<file path="src/rtl/icache_assoc.sv">
// N-way set-associative instruction cache with round-robin replacement, whole-block fill and miss counter.
// Hit returns in the same cycle; a miss takes WORDS + iwait stall cycles + 1; iwait stalls the fill word by word.
module icache_assoc #(
    parameter int SETS  = 8,
    parameter int WAYS  = 2,
    parameter int WORDS = 2,
    parameter int CNT_W = 16
) (
    input  logic             CLK,
    input  logic             nRST,
    input  logic             flush,
    input  logic             imemREN,
    input  logic [31:0]      imemaddr,
    output logic             ihit,
    output logic [31:0]      imemload,
    output logic             iREN,
    output logic [31:0]      iaddr,
    input  logic             iwait,
    input  logic [31:0]      iload,
    output logic [CNT_W-1:0] miss_count
);
    localparam int OW  = $clog2(WORDS);
    localparam int IW  = $clog2(SETS);
    localparam int TW  = 30 - OW - IW;
    localparam int OWP = (OW > 0) ? OW : 1;
    localparam int PW  = (WAYS > 1) ? $clog2(WAYS) : 1;
    localparam int HCW = $clog2(WAYS + 1);

    typedef enum logic {IDLE, FILL} state_t;
    state_t state;

    logic [SETS-1:0][WAYS-1:0] valid;
    logic [SETS-1:0][PW-1:0]   vptr;
    logic [TW-1:0]             tags [SETS][WAYS];
    logic [31:0]               data [SETS][WAYS][WORDS];
    logic [31:0]               fbuf [WORDS];

    logic [OWP-1:0] wofs, k;
    logic [IW-1:0]  idx, fill_idx;
    logic [TW-1:0]  tag, fill_tag;
    logic [31:0]    blk_base;

    // Zero-width offset collapses to a constant-zero 1-bit field.
    assign wofs     = OWP'((imemaddr >> 2) & 32'(WORDS - 1));
    assign idx      = IW'(imemaddr >> (2 + OW));
    assign tag      = TW'(imemaddr >> (2 + OW + IW));
    assign blk_base = imemaddr & ~32'(4 * WORDS - 1);

    logic           hit_any;
    logic [PW-1:0]  hit_way;
    logic [HCW-1:0] hit_cnt;

    always_comb begin
        hit_any = 1'b0;
        hit_way = '0;
        hit_cnt = '0;
        for (int w = 0; w < WAYS; w++) begin
            if (valid[idx][w] && tags[idx][w] == tag) begin
                hit_any = 1'b1;
                hit_way = PW'(w);
                hit_cnt = hit_cnt + HCW'(1);
            end
        end
    end

    assign ihit     = nRST && !flush && (state == IDLE) && imemREN && hit_any;
    assign imemload = data[idx][hit_way][wofs];

    // Lowest free way wins; the round-robin pointer is only consulted when the set is full.
    logic          vic_free;
    logic [PW-1:0] victim;

    always_comb begin
        vic_free = 1'b0;
        victim   = vptr[fill_idx];
        for (int w = WAYS - 1; w >= 0; w--) begin
            if (!valid[fill_idx][w]) begin
                vic_free = 1'b1;
                victim   = PW'(w);
            end
        end
    end

    always_ff @(posedge CLK) begin
        if (nRST && state == IDLE && imemREN)
            assert (hit_cnt <= HCW'(1));
    end

    always_ff @(posedge CLK) begin
        if (!nRST || flush) begin
            state      <= IDLE;
            valid      <= '0;
            vptr       <= '0;
            miss_count <= '0;
            iREN       <= 1'b0;
            k          <= '0;
            if (!nRST)
                iaddr <= '0;
        end else begin
            case (state)
                IDLE: begin
                    if (imemREN && !hit_any) begin
                        state    <= FILL;
                        k        <= '0;
                        iREN     <= 1'b1;
                        iaddr    <= blk_base;
                        fill_idx <= idx;
                        fill_tag <= tag;
                        if (miss_count != '1)
                            miss_count <= miss_count + CNT_W'(1);
                    end
                end
                FILL: begin
                    if (!iwait) begin
                        fbuf[k] <= iload;
                        if (32'(k) == WORDS - 1) begin
                            // Final word goes straight from iload into the line.
                            state                   <= IDLE;
                            iREN                    <= 1'b0;
                            valid[fill_idx][victim] <= 1'b1;
                            tags[fill_idx][victim]  <= fill_tag;
                            for (int w = 0; w < WORDS; w++)
                                data[fill_idx][victim][w] <= (w == WORDS - 1) ? iload : fbuf[w];
                            if (!vic_free)
                                vptr[fill_idx] <= PW'((32'(vptr[fill_idx]) + 1) % WAYS);
                        end else begin
                            k     <= k + OWP'(1);
                            iaddr <= iaddr + 32'd4;
                        end
                    end
                end
                default: state <= IDLE;
            endcase
        end
    end
endmodule

</file>
<file path="config.mk">
export PLATFORM = sky130hd
export DESIGN_NAME = icache_assoc
export DESIGN_NICKNAME = d
export VERILOG_FILES = /design/src/rtl/icache_assoc.sv
export SDC_FILE = /design/constraint.sdc
export NUM_CORES = 1
export LEC_CHECK = 0
export ABC_AREA = 1
export ABC_CLOCK_PERIOD_IN_PS = 6700
export CAP_MARGIN = 20
export CORE_AREA = 3 3 385 387
export CTS_BUF_LIST = sky130_fd_sc_hd__clkbuf_8
export DETAILED_ROUTE_END_ITERATION = 12
export DIE_AREA = 0 0 388 390
export DONT_BUFFER_PORTS = 1
export PLACE_DENSITY_LB_ADDON = 0.1
export SYNTH_ARGS = -nofsm -noshare
export SYNTH_HDL_FRONTEND = slang
export SYNTH_SLANG_ARGS = --single-unit
</file>
<file path="constraint.sdc">
create_clock -name CLK -period 6.7 [get_ports CLK]
set_clock_uncertainty 0.2 [all_clocks]
set_input_delay 0.67 -clock CLK [delete_from_list [all_inputs] [get_ports CLK]]
set_output_delay 0.67 -clock CLK [all_outputs]
set_load 0.01 [all_outputs]
</file>
==> flow_metrics.py <==
metrics = {
    "logic_synthesis": {
        "ys_seq_elements": 1576,
        "netlist_area_um2": 65240,
        "synth.avg_cell_area_um2": 11.88,
        "syn_nets": 5563,
        "synth_edf_count": 1533,
        "synth_cells": 5492,
        "ys_seq_area_share_pct": 71.88,
        "synth_async_sr_flop_share_pct": 0,
        "synth_cell_types": 39,
        "yosysWarnings": 0,
        "ys.flop_type": "edfxtp_1",
    },
    "worst_setup_path": {
        "r2r_end": "data[0][16]$_DFFE_PP_",
        "cp.arrival_ps": 5430,
        "crit_type": "input pin to output port",
        "ff2ff_path_depth": 10,
        "crit_fanout": 747,
        "end_kind": "output port",
        "timing.rr.start": "fill_idx[2]$_DFFE_PP_",
        "cp-start-kind": "input pin",
        "required_ps": 5830,
        "r2r_setup_slack_ps": 1900,
    },
    "floorplanning": {
        "die_x_um": 388,
        "start_util_pct": 44.93,
        "core_area_um2": 145200,
        "fp.dieH_um": 390,
        "die_area_um2": 151300,
        "io_pins": 151,
        "num_rows": 140,
    },
    "global_route": {
        "grt_use_total_pct": 25.05,
        "grt_pass1_vias": 41830,
        "grt_max_degree": 748,
        "antenna_found_initial": 9,
        "grt_pass1_wl_um": 281700,
        "grt_overflow": 0,
    },
    "finish": {
        "drive_gt1_share_pct": 7.127,
        "syn_to_final_growth_pct": 11.30,
        "fin_nets": 5649,
    },
    "min_path": {
        "holdCritStartpoint": "iload[31]",
        "whs_endpoint": "data[6][95]$_DFFE_PP_",
        "worstHoldPathType": "input pin to flop",
        "holdPathStages": 2,
    },
    "drt": {
        "via_per_inst": 5.610,
        "num_vias": 43160,
        "wl_per_cell_um": 24.83,
        "final_antenna_net_count": 0,
        "drc": 0,
        "drt-total-wl_um": 191000,
        "drtIter0Drc": 3679,
        "drtPass1Iterations": 8,
    },
    "power": {
        "peakVddDrop_v": 0.0001705,
        "p_per_area_nw_per_um2": 269.5,
        "p_leak_nw": 26.30,
    },
    "sta": {
        "relSlewSlack_pct": -43.25,
        "setup_viol_count_final": 0,
        "clock.fmax_ghz": 0.1588,
        "finalMaxSlewViolations": 457,
        "finalHoldViolations": 0,
        "period_share_pct": 93.97,
        "hold_ws_ps": 83.92,
        "min_period_ps": 6296,
        "worstMarginPinSlew_ps": 2149,
        "rsz0062_at_grt": "no",
        "tns_ps": 0,
    },
    "run_status": {
        "status": "complete, but fails checks",
        "violations": "max-slew violations",
    },
    "clock_tree": {
        "root_buffer": "clkbuf_8",
        "h-tree-depth": 5,
        "cts.sinks": 1576,
        "cts_setup_buffers": 0,
        "insertion_delay_ps": 970,
        "cts_tree": "done",
        "cts_made_buffers": 284,
        "cts.clk_slew.worst_paths_ps": 60,
        "clock_path_buffers": 4,
        "cts_resized": 0,
        "hold_buffers": 66,
    },
    "placement": {
        "portBuffers": 0,
        "gp_congestion": 0.8739,
        "hpwl_um": 89790,
    },
    "run": {
        "maxCapViolCount": 0,
    },
}
[routing by layer]
layer	share of wire, %	up-vias	track usage [%]	routed length, µm
li1	-	19810	-	-
met1	42	21570	33.48	80950
met2	49	1416	42.14	93060
met3	6.0	365	3.830	11500
met4	2.9	0	8.227	5470
met5	0	-	0	0
[worst max-delay path, cell delays in order]
cell and delay (ps):
inv_16 970, buf_4 420, nand2_1 80, nand3_1 80, nand3_1 100, nand3_1 170, nand2_1 80, nor2_1 100
nand2_1 60, nor2_1 90, nand2_1 90, nor2_4 580, buf_12 310, o21ai_0 120, o21ai_1 570
[synthesized netlist by cell type (43+ instances only)]
cell type  count  area share (%)
nor2_1       187             1.1
clkbuf_1     203             1.2
dfxtp_1       43             1.3
a21oi_1      543             4.2
a221o_1      128             2.0
buf_2         70            0.54
o21ai_0      157             1.2
a221oi_1     132             1.8
nor3_1        49            0.38
o21ai_1       45            0.35
nand3_1      330             2.5
nand2_1     1457             8.4
inv_1        415             2.4
edfxtp_1    1533              71
[placed cells by master, fill, tap and decap left out, types with 5 or more instances in the layout]
| master | count |
|---|---|
| edfxtp_1 | 1533 |
| a221o_1 | 128 |
| clkbuf_8 | 292 |
| nand2_1 | 1455 |
| nand3_1 | 329 |
| xnor2_1 | 9 |
| o31a_1 | 32 |
| nor2_4 | 19 |
| nor3_1 | 48 |
| a221oi_1 | 132 |
| dlygate4sd3_1 | 66 |
| clkinv_1 | 66 |
| dfxtp_1 | 43 |
| a21oi_1 | 543 |
| inv_1 | 509 |
| o22ai_1 | 16 |
| buf_12 | 21 |
| clkinv_2 | 16 |
| diode_2 | 9 |
| clkinvlp_4 | 5 |
| buf_4 | 44 |
| o21ai_1 | 45 |
| nand4_1 | 32 |
| o21ai_0 | 157 |
| xor2_1 | 28 |
| nor2_1 | 169 |
[per-stage QoR]
stage / instance area [µm²] / instances / utilization, % / power [W] / setup slack (ps)
detailed placement: 67130 / 7143 / 46.23 / 0.01181 / 1402
floorplan: 65240 / 5492 / - / 0.01164 / 386.4
global route: 72590 / 7688 / 49.99 / 0.02029 / 678.8
finish: 72610 / 7693 / 50.00 / 0.01957 / 404.1
global placement: 67130 / 7143 / 46.23 / 0.01181 / 1398
CTS: 72580 / 7684 / 49.98 / 0.01975 / 1469
[worst max-delay path by stage]
stage,startpoint,endpoint,cells past startpoint
2_1_floorplan,fill_idx[1]$_DFFE_PP_,data[0][100]$_DFFE_PP_,11
3_3_place_gp,imemaddr[3],imemload[6],15
3_5_place_dp,imemaddr[3],imemload[6],15
4_1_cts,imemaddr[3],imemload[6],15
5_1_grt,imemaddr[3],imemload[5],15
6_report,imemaddr[3],imemload[8],15
[power by group]
group	internal, W	switching [W]	leakage, nW
sequential	0.0107	0.0000569	14.2
combinational	0.000305	0.000576	9.32
clock	0.00408	0.00383	2.80
[cells by family (layout without fill, tap and decap cells)]
family                     count (synthesis)  in the layout  share of synthesized area (%)
buffers and inverters                    751           1026                          4.638
xor gates and xnor gates                  37             37                         0.4968
and+or+nand+nor                         2067           2067                          12.83
DFF                                     1576           1576                          71.88
AOI/OAI and AO/OA                       1059           1059                          10.11
adders and majority gates                  2              2                        0.03835
other                                      0              9                              0
[area by class of cell]
class	count	area [µm²]
diodes	9	22.52
clock buffers	292	4019
flip-flops and latches	1576	46900
fillers	12910	72610
multi-input cells	3165	15470
inverters	420	1608
clock inverters	183	778.2
repair buffers	131	1411
well taps	1917	2399
[registers in the layout, indices dropped and copies added, names as in the netlist]
name	flops
k	1
state	1
miss_count	16
iREN	1
data	1024
tags	416
fill_idx	3
iaddr	32
fbuf	32
vptr	8
fill_tag	26
valid	16
No activity file was read; power rests on OpenSTA's default activity.
